$ cat src/rtl/axi_lite_wr_arbiter.sv
// rtl/axi_lite_wr_arbiter.sv - round-robin AXI-Lite write-channel arbiter (optional macro AXI_LITE_WR_ARB_GRANT_CNT_EN)
module axi_lite_wr_arbiter #(
    parameter int NoMst     = 4,
    parameter int AddrWidth = 32,
    parameter int DataWidth = 32,
    parameter int IdxWidth  = $clog2(NoMst)
) (
    input  logic                             clk_i,
    input  logic                             rst_i,
`ifdef AXI_LITE_WR_ARB_GRANT_CNT_EN
    output logic [NoMst*16-1:0]              grant_cnt_o,
`endif
    input  logic [NoMst-1:0]                 slv_aw_valid_i,
    input  logic [NoMst*AddrWidth-1:0]       slv_aw_addr_i,
    output logic [NoMst-1:0]                 slv_aw_ready_o,
    input  logic [NoMst-1:0]                 slv_w_valid_i,
    input  logic [NoMst*DataWidth-1:0]       slv_w_data_i,
    input  logic [NoMst*(DataWidth/8)-1:0]   slv_w_strb_i,
    output logic [NoMst-1:0]                 slv_w_ready_o,
    output logic [NoMst-1:0]                 slv_b_valid_o,
    output logic [NoMst*2-1:0]               slv_b_resp_o,
    input  logic [NoMst-1:0]                 slv_b_ready_i,
    output logic                             mst_aw_valid_o,
    output logic [AddrWidth-1:0]             mst_aw_addr_o,
    input  logic                             mst_aw_ready_i,
    output logic                             mst_w_valid_o,
    output logic [DataWidth-1:0]             mst_w_data_o,
    output logic [DataWidth/8-1:0]           mst_w_strb_o,
    input  logic                             mst_w_ready_i,
    input  logic                             mst_b_valid_i,
    input  logic [1:0]                       mst_b_resp_i,
    output logic                             mst_b_ready_o
);

    localparam int StrbWidth = DataWidth / 8;
    localparam logic [IdxWidth-1:0] IdxLast = IdxWidth'(NoMst - 1);
    localparam logic [IdxWidth-1:0] IdxOne  = IdxWidth'(1);

    typedef enum logic [1:0] {
        IDLE = 2'd0,
        XFER = 2'd1,
        RESP = 2'd2
    } state_t;

    state_t              state_q;
    logic [IdxWidth-1:0] idx_q;
    logic [IdxWidth-1:0] ptr_q;
    logic                aw_done_q;
    logic                w_done_q;

    logic [IdxWidth-1:0] next_idx;
    logic [IdxWidth-1:0] cand;
    logic                found;
    logic                aw_hs;
    logic                w_hs;
    logic                b_hs;
    logic                aw_fin;
    logic                w_fin;

    // round-robin search: first requesting AW master at or above ptr_q, wrapping
    always_comb begin
        next_idx = ptr_q;
        cand     = ptr_q;
        found    = 1'b0;
        for (int i = 0; i < NoMst; i++) begin
            if (int'(ptr_q) + i >= NoMst) begin
                cand = IdxWidth'(int'(ptr_q) + i - NoMst);
            end else begin
                cand = IdxWidth'(int'(ptr_q) + i);
            end
            if (!found && slv_aw_valid_i[cand]) begin
                next_idx = cand;
                found    = 1'b1;
            end
        end
    end

    // channel muxing toward the granted master; everything quiet while in reset
    always_comb begin
        slv_aw_ready_o = '0;
        slv_w_ready_o  = '0;
        slv_b_valid_o  = '0;
        slv_b_resp_o   = {NoMst{mst_b_resp_i}};
        mst_aw_valid_o = 1'b0;
        mst_aw_addr_o  = slv_aw_addr_i[idx_q*AddrWidth +: AddrWidth];
        mst_w_valid_o  = 1'b0;
        mst_w_data_o   = slv_w_data_i[idx_q*DataWidth +: DataWidth];
        mst_w_strb_o   = slv_w_strb_i[idx_q*StrbWidth +: StrbWidth];
        mst_b_ready_o  = 1'b0;
        if (!rst_i) begin
            case (state_q)
                XFER: begin
                    mst_aw_valid_o        = slv_aw_valid_i[idx_q] & ~aw_done_q;
                    slv_aw_ready_o[idx_q] = mst_aw_ready_i & ~aw_done_q;
                    mst_w_valid_o         = slv_w_valid_i[idx_q] & ~w_done_q;
                    slv_w_ready_o[idx_q]  = mst_w_ready_i & ~w_done_q;
                end
                RESP: begin
                    slv_b_valid_o[idx_q] = mst_b_valid_i;
                    mst_b_ready_o        = slv_b_ready_i[idx_q];
                end
                default: ;
            endcase
        end
    end

    assign aw_hs  = mst_aw_valid_o & mst_aw_ready_i;
    assign w_hs   = mst_w_valid_o & mst_w_ready_i;
    assign b_hs   = mst_b_valid_i & mst_b_ready_o;
    assign aw_fin = aw_done_q | aw_hs;
    assign w_fin  = w_done_q | w_hs;

    // grant / transfer / response sequencing with round-robin pointer update
    always_ff @(posedge clk_i) begin
        if (rst_i) begin
            state_q   <= IDLE;
            idx_q     <= '0;
            ptr_q     <= '0;
            aw_done_q <= 1'b0;
            w_done_q  <= 1'b0;
        end else begin
            case (state_q)
                IDLE: begin
                    if (|slv_aw_valid_i) begin
                        idx_q   <= next_idx;
                        state_q <= XFER;
                    end
                end
                XFER: begin
                    if (aw_fin && w_fin) begin
                        state_q   <= RESP;
                        aw_done_q <= 1'b0;
                        w_done_q  <= 1'b0;
                    end else begin
                        aw_done_q <= aw_fin;
                        w_done_q  <= w_fin;
                    end
                end
                RESP: begin
                    if (b_hs) begin
                        state_q <= IDLE;
                        ptr_q   <= (idx_q == IdxLast) ? '0 : idx_q + IdxOne;
                    end
                end
                default: state_q <= IDLE;
            endcase
        end
    end

`ifdef AXI_LITE_WR_ARB_GRANT_CNT_EN
    logic [NoMst*16-1:0] grant_cnt_q;

    // per-master saturating count of accepted AW beats
    always_ff @(posedge clk_i) begin
        if (rst_i) begin
            grant_cnt_q <= '0;
        end else if (aw_hs) begin
            for (int k = 0; k < NoMst; k++) begin
                if (idx_q == IdxWidth'(k) && grant_cnt_q[k*16 +: 16] != 16'hFFFF) begin
                    grant_cnt_q[k*16 +: 16] <= grant_cnt_q[k*16 +: 16] + 16'd1;
                end
            end
        end
    end

    assign grant_cnt_o = grant_cnt_q;
`endif

endmodule

$ cat config.mk
export PLATFORM = sky130hd
export DESIGN_NAME = axi_lite_wr_arbiter
export DESIGN_NICKNAME = d
export VERILOG_FILES = /design/src/rtl/axi_lite_wr_arbiter.sv
export SDC_FILE = /design/constraint.sdc
export NUM_CORES = 1
export LEC_CHECK = 0
export BUFFER_PORTS_ARGS = -buffer_cell sky130_fd_sc_hd__buf_2
export CAP_MARGIN = 40
export CORE_AREA = 4 4 146 148
export CTS_CLUSTER_DIAMETER = 120
export DETAILED_ROUTE_END_ITERATION = 10
export DIE_AREA = 0 0 150 152
export PLACE_DENSITY = 0.46
export SYNTH_ARGS = -nofsm -noshare
export SYNTH_HDL_FRONTEND = slang
export SYNTH_SLANG_ARGS = --single-unit
$ cat constraint.sdc
create_clock -name clk_i -period 2.11 [get_ports clk_i]
set_input_delay 0.422 -clock clk_i [delete_from_list [all_inputs] [get_ports clk_i]]
set_output_delay 0.422 -clock clk_i [all_outputs]
set_load 0.02 [all_outputs]
==> results of run 1 <==
-- logic make-up after synthesis --
| family | share of synthesized area [%] |
|---|---|
| simple gates | 11.5 |
| compound gates | 4.58 |
| buf+inv | 6.45 |
| mux | 68.5 |
| fa+ha+maj | 2.13 |
| flops | 6.82 |
-- cell usage in the layout (no fill, tap or decap), types with 2 or more instances in the layout --
| cell | n |
|---|---|
| buf_12 | 3 |
| nor2_1 | 19 |
| nand2_1 | 6 |
| buf_16 | 3 |
| ha_1 | 4 |
| nand2b_1 | 7 |
| nor3_1 | 2 |
| clkbuf_16 | 4 |
| a21oi_1 | 4 |
| buf_6 | 5 |
| buf_2 | 366 |
| a31oi_2 | 2 |
| nor2b_1 | 7 |
| mux4_2 | 71 |
| or3_1 | 2 |
| dfxtp_1 | 6 |
| buf_4 | 7 |
| o21ai_0 | 3 |
| dfxtp_4 | 2 |
| inv_1 | 3 |
| nor3b_1 | 2 |
| nand3b_1 | 3 |
-- sequential cells by signal, summed over array words and instances (netlist names) --
register	cells
w_done_q	1
ptr_q	2
idx_q	2
state_q	2
aw_done_q	1
-- per-stage QoR --
| step | util [%] | TNS (ns) |
|---|---|---|
| 6_report | 23.7 | 0 |
| 5_1_grt | 23.7 | -0.135 |
| 4_1_cts | 23.2 | -0.862 |
| 3_5_place_dp | 22.5 | 0 |
| 3_3_place_gp | 22.5 | 0 |
| 2_1_floorplan | - | 0 |
-- power groups by stage --
stage	clock network, mW	logic [mW]	registers, mW
6_report	0.329	0.941	0.168
3_3_place_gp	0	0.904	0.174
2_1_floorplan	0	0.502	0.164
5_1_grt	0.342	1.02	0.170
3_5_place_dp	0	0.909	0.174
4_1_cts	0.337	0.927	0.171
-- layer usage --
metal  track usage (%)  routed length, um  up-vias
met2              19.9               7000      184
met1              12.3               4910     1579
met4             0.828                 31        0
met3              2.71               1300        4
met5                 0                  0        -
li1                  -                  -     1484
-- path summary, 6_finish.rpt --
kind | depth (start not counted) | slack (ns) | endpoint | start
max | 4 | 0.04 | mst_w_strb_o[0] | idx_q[0]$_SDFFE_PP0P_
min | 3 | 0.49 | state_q[1]$_SDFFE_PP0P_ | mst_b_valid_i
max reg2reg | 5 | 0.24 | state_q[0]$_SDFFE_PP0P_ | idx_q[0]$_SDFFE_PP0P_
min reg2reg | 2 | 0.51 | ptr_q[0]$_SDFFE_PP0P_ | ptr_q[0]$_SDFFE_PP0P_
-- what timing repair did --
item                                    CTS  global route
endpoints found under the setup margin   57            45
resized for setup                         1            12
gates cloned                              1             1
hold buffers                              0             0
setup buffers                             3             2
-- final cells by class --
class,instances,area share [%]
clock buffer,4,1.66
inverter,3,0.238
multi-input combinational,142,43.0
sequential,8,3.54
tap,270,7.13
timing repair buffer,385,44.5
-- critical path, delay by kind of cell, from the launching register on --
| kind | cells | cell delay [ns] |
|---|---|---|
| buffers and inverters | 3 | 0.49 |
| flip-flops | 1 | 0.38 |
| multiplexers | 1 | 0.53 |
==> reports/summary.log, run 1 <==
INFO  flow_run       timing.max_cap.violations=0
INFO  logic_synthesis synthCells=178
INFO  grt            grt_antenna_before_repair=0
INFO  worst_setup_path crit_path_max_incr_delay=0.53ns
INFO  pwr            clock_power_share=22.9%
INFO  worst_setup_path kind_of_capture_point_of_the_worst_setup_path=output pin
INFO  worst_setup_path timing.critical_path.from_type=flop
INFO  clock_network  cts_tree=built
INFO  sta            fin_crit_sh=97.9%
INFO  floorplan      dieHeight=152um
INFO  logic_synthesis synthMostInstantiatedCell=mux4_2
INFO  grt            grt_start_max_net_pins=32
INFO  logic_synthesis synth_area=0.00235mm^2
INFO  sta            finalSetupViolations=0
INFO  routing        drc_errors=0
INFO  logic_synthesis synth_edf_count=0
INFO  finish         fillCellCount=2,213
INFO  finish         final_design_area_no_fill=0.00474mm^2
INFO  logic_synthesis syn-mean-instance-area=13.2um^2
INFO  logic_synthesis post-synth-top-area-fraction=68.1%
INFO  grt            first_global_vias=3,665
INFO  logic_synthesis yosysWarnings=0
INFO  clock_network  worst_path_clk_slew=0.04ns
INFO  worst_setup_path cp_slowest_cell=mux4_2
INFO  sta            fin_worst_skew=0.000543ns
INFO  sta            transition_time_at_the_pin_with_the_least_slew_margin=0.340ns
INFO  clock_network  clock_latency=0.23ns
INFO  floorplan      ioPinCount=382
INFO  sta            minimum_period_implied_by_the_final_worst_setup_slack=2.07ns
INFO  logic_synthesis synth_common_cells=mux4_2, nor2_1, buf_4, dfxtp_1
INFO  pwr            p_int=0.925mW
INFO  place          place_hpwl=11.6mm
INFO  pwr            swShare=35.7%
INFO  logic_synthesis synth_top_flop_cell=dfxtp_1
INFO  sta            fmax=0.484GHz
INFO  clock_network  cts.htree.levels=1
INFO  place          portBuffers=371
INFO  place          place_ws=0.163ns
INFO  logic_synthesis yosysTopAreaCell=mux4_2
INFO  routing        route.final.wire_length=13.2mm
INFO  place          numPlacedInstances=801
INFO  pwr            seqPwrFrac=11.7%
INFO  worst_setup_path worst-setup-path-type=reg -> out
INFO  logic_synthesis postSynthRegisterBits=8
INFO  finish         layout.nets=838
INFO  sta            relSlewSlack=77.3%
INFO  finish         multi_input_comb_area=0.00204mm^2
INFO  floorplan      num_rows=52
INFO  worst_hold_path hold_path.class=in -> reg
INFO  worst_setup_path critical_path_required=1.69ns
INFO  floorplan      floorplan.initialDensity=11.7%
INFO  routing        routed_via_density=4.00
INFO  status         result_of_the_run=complete, no violations
INFO  worst_setup_path critical_path.max_fanout=16
INFO  sta            drv_slew=0
INFO  pwr            p_per_area=303mW/mm^2
INFO  clock_network  clock_tree.buffer_depth=2
INFO  place          place.gp.congestion=0.914
INFO  grt            gr-total-overflow=0
INFO  pwr            post_layout_total_power=1.44mW
INFO  grt            globalRouteTotalUtil=10.5%
INFO  pwr            static-leakage-power=2.23nW
INFO  finish         finalNonFillerCells=812
INFO  routing        antenna_left=0
INFO  clock_network  cts_root_buf=clkbuf_16
INFO  routing        via_count=3,251
INFO  place          placedInstanceArea=0.00451mm^2
INFO  finish         regArea=168um^2
INFO  logic_synthesis post_synthesis_net_count=473
INFO  clock_network  cts_buffers=3
INFO  sta            final_critical_path_setup_slack=0.0441ns
INFO  logic_synthesis asyncSetResetFlopFracSynth=0%
INFO  routing        routed_wire_length_per_instance=16.3um
INFO  logic_synthesis synth.lib_cells_used.distinct=30
INFO  routing        dr.first_iter.drc_count=155
INFO  floorplan      die_w=150um
INFO  routing        drt_pass1_iterations=4
INFO  floorplan      die_area=0.0228mm^2
INFO  worst_setup_path crit_chain=buf_4 -> buf_16 -> mux4_2 -> buf_2
INFO  logic_synthesis synth_area_leaders=mux4_2, dfxtp_1, nor2_1
INFO  pwr            comb_power_share=65.5%
INFO  clock_network  clock_sink_count=8
INFO  finish         drive_gt1_share=85.8%
INFO  worst_setup_path worst_ep_arrival_time=1.64ns
INFO  finish         syn2layout_area_growth=102%
INFO  pwr            p_sw=0.513mW
INFO  finish         diodes=0
INFO  sta            rsz0062_at_grt=yes
INFO  logic_synthesis seq_area_frac_synth=6.82%
INFO  grt            grt_first_pass_wirelength=19.2mm
INFO  sta            hold_viol_final=0
INFO  sta            final.hold.worst_slack=0.494ns
INFO  pwr            vdd_ir_drop_max=275uV
INFO  floorplan      core=0.0200mm^2
No activity file was read; power rests on OpenSTA's default activity.
==> run 2, diff against run 1 <==
- CELL_PAD_IN_SITES_DETAIL_PLACEMENT: not set -> 1
- CELL_PAD_IN_SITES_GLOBAL_PLACEMENT: not set -> 1
- CTS_CLUSTER_SIZE: not set -> 40
- PLACE_DENSITY: 0.46 -> 0.64
==> run 2 against run 1 <==
  * Via count rose by 4.2%
  * Total power rose by 3.5%
  * Fmax fell by 1.1%
  * Critical endpoint is now mst_w_data_o[24]
  * Sequential power is 2% lower
  * Final cell count grew 0.86%
  * Core utilization up 0.51 points
  * Highest routed layer unchanged
  * Clock skew up 0.0024 ns
  * Setup slack got worse by 0.022 ns
  * Worst hold slack lost 0.0029 ns
==> reports/summary.log, run 2 (same netlist as run 1, synthesis figures left out) <==
INFO  worst_setup_path critical_path.max_fanout=7
INFO  grt            grt_start_max_net_pins=42
INFO  worst_setup_path crit_buf_inv=3
INFO  grt            gr-total-overflow=0
INFO  sta            transition_time_at_the_pin_with_the_least_slew_margin=0.332ns
INFO  place          place_hpwl=13.4mm
INFO  grt            globalRouteTotalUtil=12.5%
INFO  clock_network  cts_root_buf=clkbuf_16
INFO  pwr            p_per_area=307mW/mm^2
INFO  sta            final_critical_path_setup_slack=0.0218ns
INFO  worst_setup_path timing.critical_path.from_type=flop
INFO  routing        antenna_left=0
INFO  routing        routed_wire_length_per_instance=18.7um
INFO  place          place_ws=0.193ns
INFO  routing        drt_pass1_iterations=4
INFO  routing        routed_via_density=4.14
INFO  finish         reg_top3=idx_q x2, ptr_q x2, state_q x2
INFO  floorplan      die_w=150um
INFO  sta            fin_crit_sh=99.0%
INFO  sta            hold_viol_final=0
INFO  worst_setup_path crit_chain=buf_12 -> buf_16 -> mux4_2 -> buf_6
INFO  place          place.gp.congestion=0.891
INFO  clock_network  clock_tree.buffer_depth=2
INFO  finish         final_cell_mix=buf_2, mux4_2, nor2_1
INFO  floorplan      num_rows=52
INFO  clock_network  cts.htree.levels=1
INFO  sta            minimum_period_implied_by_the_final_worst_setup_slack=2.09ns
INFO  sta            finalSetupViolations=0
INFO  worst_setup_path kind_of_capture_point_of_the_worst_setup_path=output pin
INFO  worst_setup_path worst_ep_arrival_time=1.67ns
INFO  finish         diodes=0
INFO  grt            first_global_vias=3,957
INFO  pwr            static-leakage-power=2.28nW
INFO  routing        via_count=3,389
INFO  sta            fin_worst_skew=0.00296ns
INFO  routing        drc_errors=0
INFO  grt            grt_antenna_before_repair=0
INFO  place          numPlacedInstances=806
INFO  clock_network  clock_sink_count=8
INFO  floorplan      core=0.0200mm^2
INFO  worst_setup_path cp_slowest_cell=mux4_2
INFO  flow_run       timing.max_cap.violations=0
INFO  worst_hold_path hold_path.class=in -> reg
INFO  floorplan      floorplan.initialDensity=11.7%
INFO  status         result_of_the_run=complete, no violations
INFO  worst_setup_path critical_path_required=1.69ns
INFO  clock_network  clock_latency=0.24ns
INFO  floorplan      ioPinCount=382
INFO  clock_network  worst_path_clk_slew=0.04ns
INFO  clock_network  cts.hold.buffers_added=0
INFO  sta            rsz0062_at_grt=yes
INFO  finish         finalNonFillerCells=819
INFO  clock_network  cts_tree=built
INFO  finish         layout.nets=845
INFO  worst_setup_path crit_path_max_incr_delay=0.57ns
INFO  place          portBuffers=371
INFO  worst_setup_path worst-setup-path-type=reg -> out
INFO  sta            drv_slew=0
INFO  routing        dr.first_iter.drc_count=138
INFO  sta            fmax=0.479GHz
INFO  finish         syn2layout_area_growth=106%
INFO  clock_network  cts_buffers=3
INFO  worst_setup_path crit_family=multiplexers
INFO  pwr            vdd_ir_drop_max=186uV
INFO  sta            relSlewSlack=77.7%
INFO  grt            grt_first_pass_wirelength=22.4mm
INFO  routing        route.final.wire_length=15.3mm
INFO  finish         layout.cells.most_common=buf_2
INFO  floorplan      dieHeight=152um
INFO  finish         drive_gt1_share=86.2%
INFO  floorplan      die_area=0.0228mm^2
INFO  sta            final.hold.worst_slack=0.491ns
[run 2: cell type report]
cell class | instances | area, um^2
Sequential cell | 8 | 168
Multi-Input combinational cell | 142 | 2040
Clock buffer | 4 | 78.8
Tap cell | 270 | 338
Timing Repair Buffer | 392 | 2210
Inverter | 3 | 11.3
Fill cell | 2459 | 15200
[run 2: per-stage QoR]
step                instance area (um^2)  util (%)  TNS (ns)  power (mW)
finish                              4840      24.2         0        1.49
global route                        4840      24.2    -0.150        1.58
CTS                                 4710      23.5   -0.0590        1.48
detailed placement                  4570      22.8         0        1.12
global placement                    4570      22.8         0        1.11
floorplan                           2350         -         0       0.665
[run 2: routing by layer]
layer	global-route usage [%]	vias up	wire length [um]
li1	-	1499	-
met1	14.4	1678	5660
met2	23.5	190	8260
met3	3.04	22	1160
met4	2.35	0	234
met5	0	-	0
[run 2: power breakdown]
| group | switching (mW) | internal, mW |
|---|---|---|
| clock | 0.0823 | 0.252 |
| combinational | 0.455 | 0.534 |
| sequential | 0.00881 | 0.155 |
[run 2: final timing paths]
kind / start / to / slack [ns] / cells after the start
worst min register to register: ptr_q[0]$_SDFFE_PP0P_ / ptr_q[0]$_SDFFE_PP0P_ / 0.50 / 2
worst max register to register: idx_q[0]$_SDFFE_PP0P_ / state_q[0]$_SDFFE_PP0P_ / 0.27 / 5
worst max-delay path: idx_q[0]$_SDFFE_PP0P_ / mst_w_data_o[24] / 0.02 / 4
worst min-delay path: mst_b_valid_i / state_q[1]$_SDFFE_PP0P_ / 0.49 / 3
[run 2: worst min-delay path, stage by stage]
cell,delay [ns]
buf_2,0.10
nand2_1,0.06
a22o_1,0.11
[run 2: what timing repair did]
action / in CTS / in global routing
endpoints found under the setup margin: 28 / 52
cloned: 0 / 3
setup buffers: 4 / 2
resized for setup: 5 / 8
==> run 3, diff against run 2 <==
- clock period: 2.11 -> 2.7 ns (I/O delays scaled with it)
==> run 3 against run 2 <==
  * Routed wire length shrank 2.0%
  * First-iteration DRC count grew 2.9%
  * Largest cell class is now multi-input gates
  * Critical endpoint is now mst_aw_addr_o[9]
  * Worst hold slack gained 0.011 ns
  * Core utilization shrank 1.2 points
  * Sequential cell count is the same
  * Highest routed layer unchanged
  * Register-to-register slack gained 0.53 ns
==> reports/summary.log, run 3 (same netlist as run 1, synthesis figures left out) <==
INFO  status         result_of_the_run=complete, no violations
INFO  floorplan      dieHeight=152um
INFO  routing        drc_errors=0
INFO  worst_setup_path critical_path.max_fanout=32
INFO  clock_network  clock_latency=0.24ns
INFO  sta            hold_viol_final=0
INFO  clock_network  worst_path_clk_slew=0.04ns
INFO  clock_network  post_cts_resized=0
INFO  floorplan      die_area=0.0228mm^2
INFO  place          portBuffers=371
INFO  finish         fillCellCount=2,495
INFO  routing        antenna_left=0
INFO  worst_setup_path worst_ep_arrival_time=1.77ns
INFO  clock_network  cts_tree=built
INFO  worst_setup_path kind_of_capture_point_of_the_worst_setup_path=output pin
INFO  grt            first_global_vias=3,890
INFO  clock_network  cts_buffers=3
INFO  worst_setup_path crit_chain=buf_12 -> mux4_2 -> buf_2
INFO  routing        via_count=3,293
INFO  finish         regArea=168um^2
INFO  floorplan      num_rows=52
INFO  floorplan      die_w=150um
INFO  finish         reg_top3=idx_q x2, ptr_q x2, state_q x2
INFO  sta            minimum_period_implied_by_the_final_worst_setup_slack=2.31ns
INFO  grt            grt_antenna_before_repair=2
INFO  clock_network  cts_root_buf=clkbuf_16
INFO  routing        drt_pass1_iterations=4
INFO  pwr            static-leakage-power=2.16nW
INFO  pwr            p_per_area=242mW/mm^2
INFO  grt            globalRouteTotalUtil=12.5%
INFO  place          place.gp.congestion=0.909
INFO  clock_network  clock_sink_count=8
INFO  clock_network  cts.htree.levels=1
INFO  finish         layout.nets=831
INFO  place          place_hpwl=13.5mm
INFO  routing        routed_wire_length_per_instance=18.6um
INFO  clock_network  cts.hold.buffers_added=0
INFO  flow_run       timing.max_cap.violations=0
INFO  finish         multi_input_comb_area=0.00204mm^2
INFO  finish         syn2layout_area_growth=95.6%
INFO  worst_setup_path worst-setup-path-type=reg -> out
INFO  routing        route.final.wire_length=15.0mm
INFO  sta            transition_time_at_the_pin_with_the_least_slew_margin=0.509ns
INFO  worst_setup_path critical_path_required=2.16ns
INFO  grt            grt_start_max_net_pins=33
INFO  floorplan      ioPinCount=382
INFO  routing        routed_via_density=4.09
INFO  sta            fin_crit_sh=85.6%
INFO  clock_network  post_cts.repair.setup_buffers=0
INFO  finish         final_cell_mix=buf_2, mux4_2, nor2_1
INFO  sta            drv_slew=0
INFO  worst_setup_path cp_slowest_cell=mux4_2
INFO  sta            tns=0ns
INFO  grt            gr-total-overflow=0
INFO  sta            fin_worst_skew=0.00499ns
INFO  finish         drive_gt1_share=85.8%
INFO  clock_network  clock_tree.buffer_depth=2
INFO  pwr            post_layout_total_power=1.11mW
INFO  sta            finalSetupViolations=0
INFO  floorplan      floorplan.initialDensity=11.7%
INFO  routing        dr.first_iter.drc_count=142
INFO  floorplan      core=0.0200mm^2
INFO  grt            grt_first_pass_wirelength=22.1mm
INFO  worst_setup_path timing.critical_path.from_type=flop
INFO  sta            fmax=0.433GHz
INFO  worst_setup_path crit_path_max_incr_delay=0.57ns
INFO  sta            relSlewSlack=66.1%
INFO  worst_hold_path hold_path.class=reg -> reg
INFO  finish         layout.cells.most_common=buf_2
INFO  sta            rsz0062_at_grt=no
INFO  pwr            vdd_ir_drop_max=153uV
-- run 3: cell count changes in the layout (fill, tap and decap cells not counted) --
cell       change
diode_2        +2
buf_12         -4
and2_1         +1
and2_4         -1
clkbuf_16      -2
buf_16         -1
buf_4          -7
buf_6          -6
clkbuf_1       -1
buf_2          +6
-- run 3: final timing paths --
kind / from / endpoint / slack [ns] / cells after the start
max reg2reg: idx_q[1]$_SDFFE_PP0P_ / state_q[0]$_SDFFE_PP0P_ / 0.80 / 4
min: ptr_q[0]$_SDFFE_PP0P_ / ptr_q[0]$_SDFFE_PP0P_ / 0.50 / 2
max: idx_q[0]$_SDFFE_PP0P_ / mst_aw_addr_o[9] / 0.39 / 3
min reg2reg: ptr_q[0]$_SDFFE_PP0P_ / ptr_q[0]$_SDFFE_PP0P_ / 0.50 / 2
-- run 3: area by class of cell --
type,instances,area share (%)
clock buffers,3,1.63
repair buffers,378,42.7
multi-input cells,142,44.3
well taps,270,7.36
flip-flops and latches,8,3.65
inverters,3,0.245
diodes,2,0.109
-- run 3: critical path, delay by kind of cell (launching register included) --
kind,cells,cell delay (ns)
mux,1,0.57
buf+inv,2,0.46
flops,1,0.45
-- run 3: report_power, final --
group	total, mW	internal, mW	switching, mW
Combinational	0.719	0.381	0.337
Sequential	0.137	0.121	0.0150
Clock	0.255	0.191	0.0635
Total	1.11	0.694	0.416
-- run 3: through the flow --
stage	setup WS [ns]	cell area, um^2	cells	hold slack, ns	util (%)
floorplan	0.723	2350	178	0.450	-
global placement	0.601	4510	801	0.497	22.5
detailed placement	0.595	4510	801	0.508	22.5
CTS	0.331	4590	804	0.512	22.9
global route	0.286	4590	806	0.533	22.9
finish	0.389	4590	806	0.502	22.9
-- run 3: per-layer routing --
layer  global-route usage, %  part of all wire (%)  wire length, um  vias to the layer above
li1                        -                     -                -                     1471
met1                    13.4                    34             5110                     1600
met2                    23.6                    55             8190                      200
met3                    3.60                   9.5             1430                       22
met4                    3.01                   1.9              279                        0
met5                       0                     0                0                        -
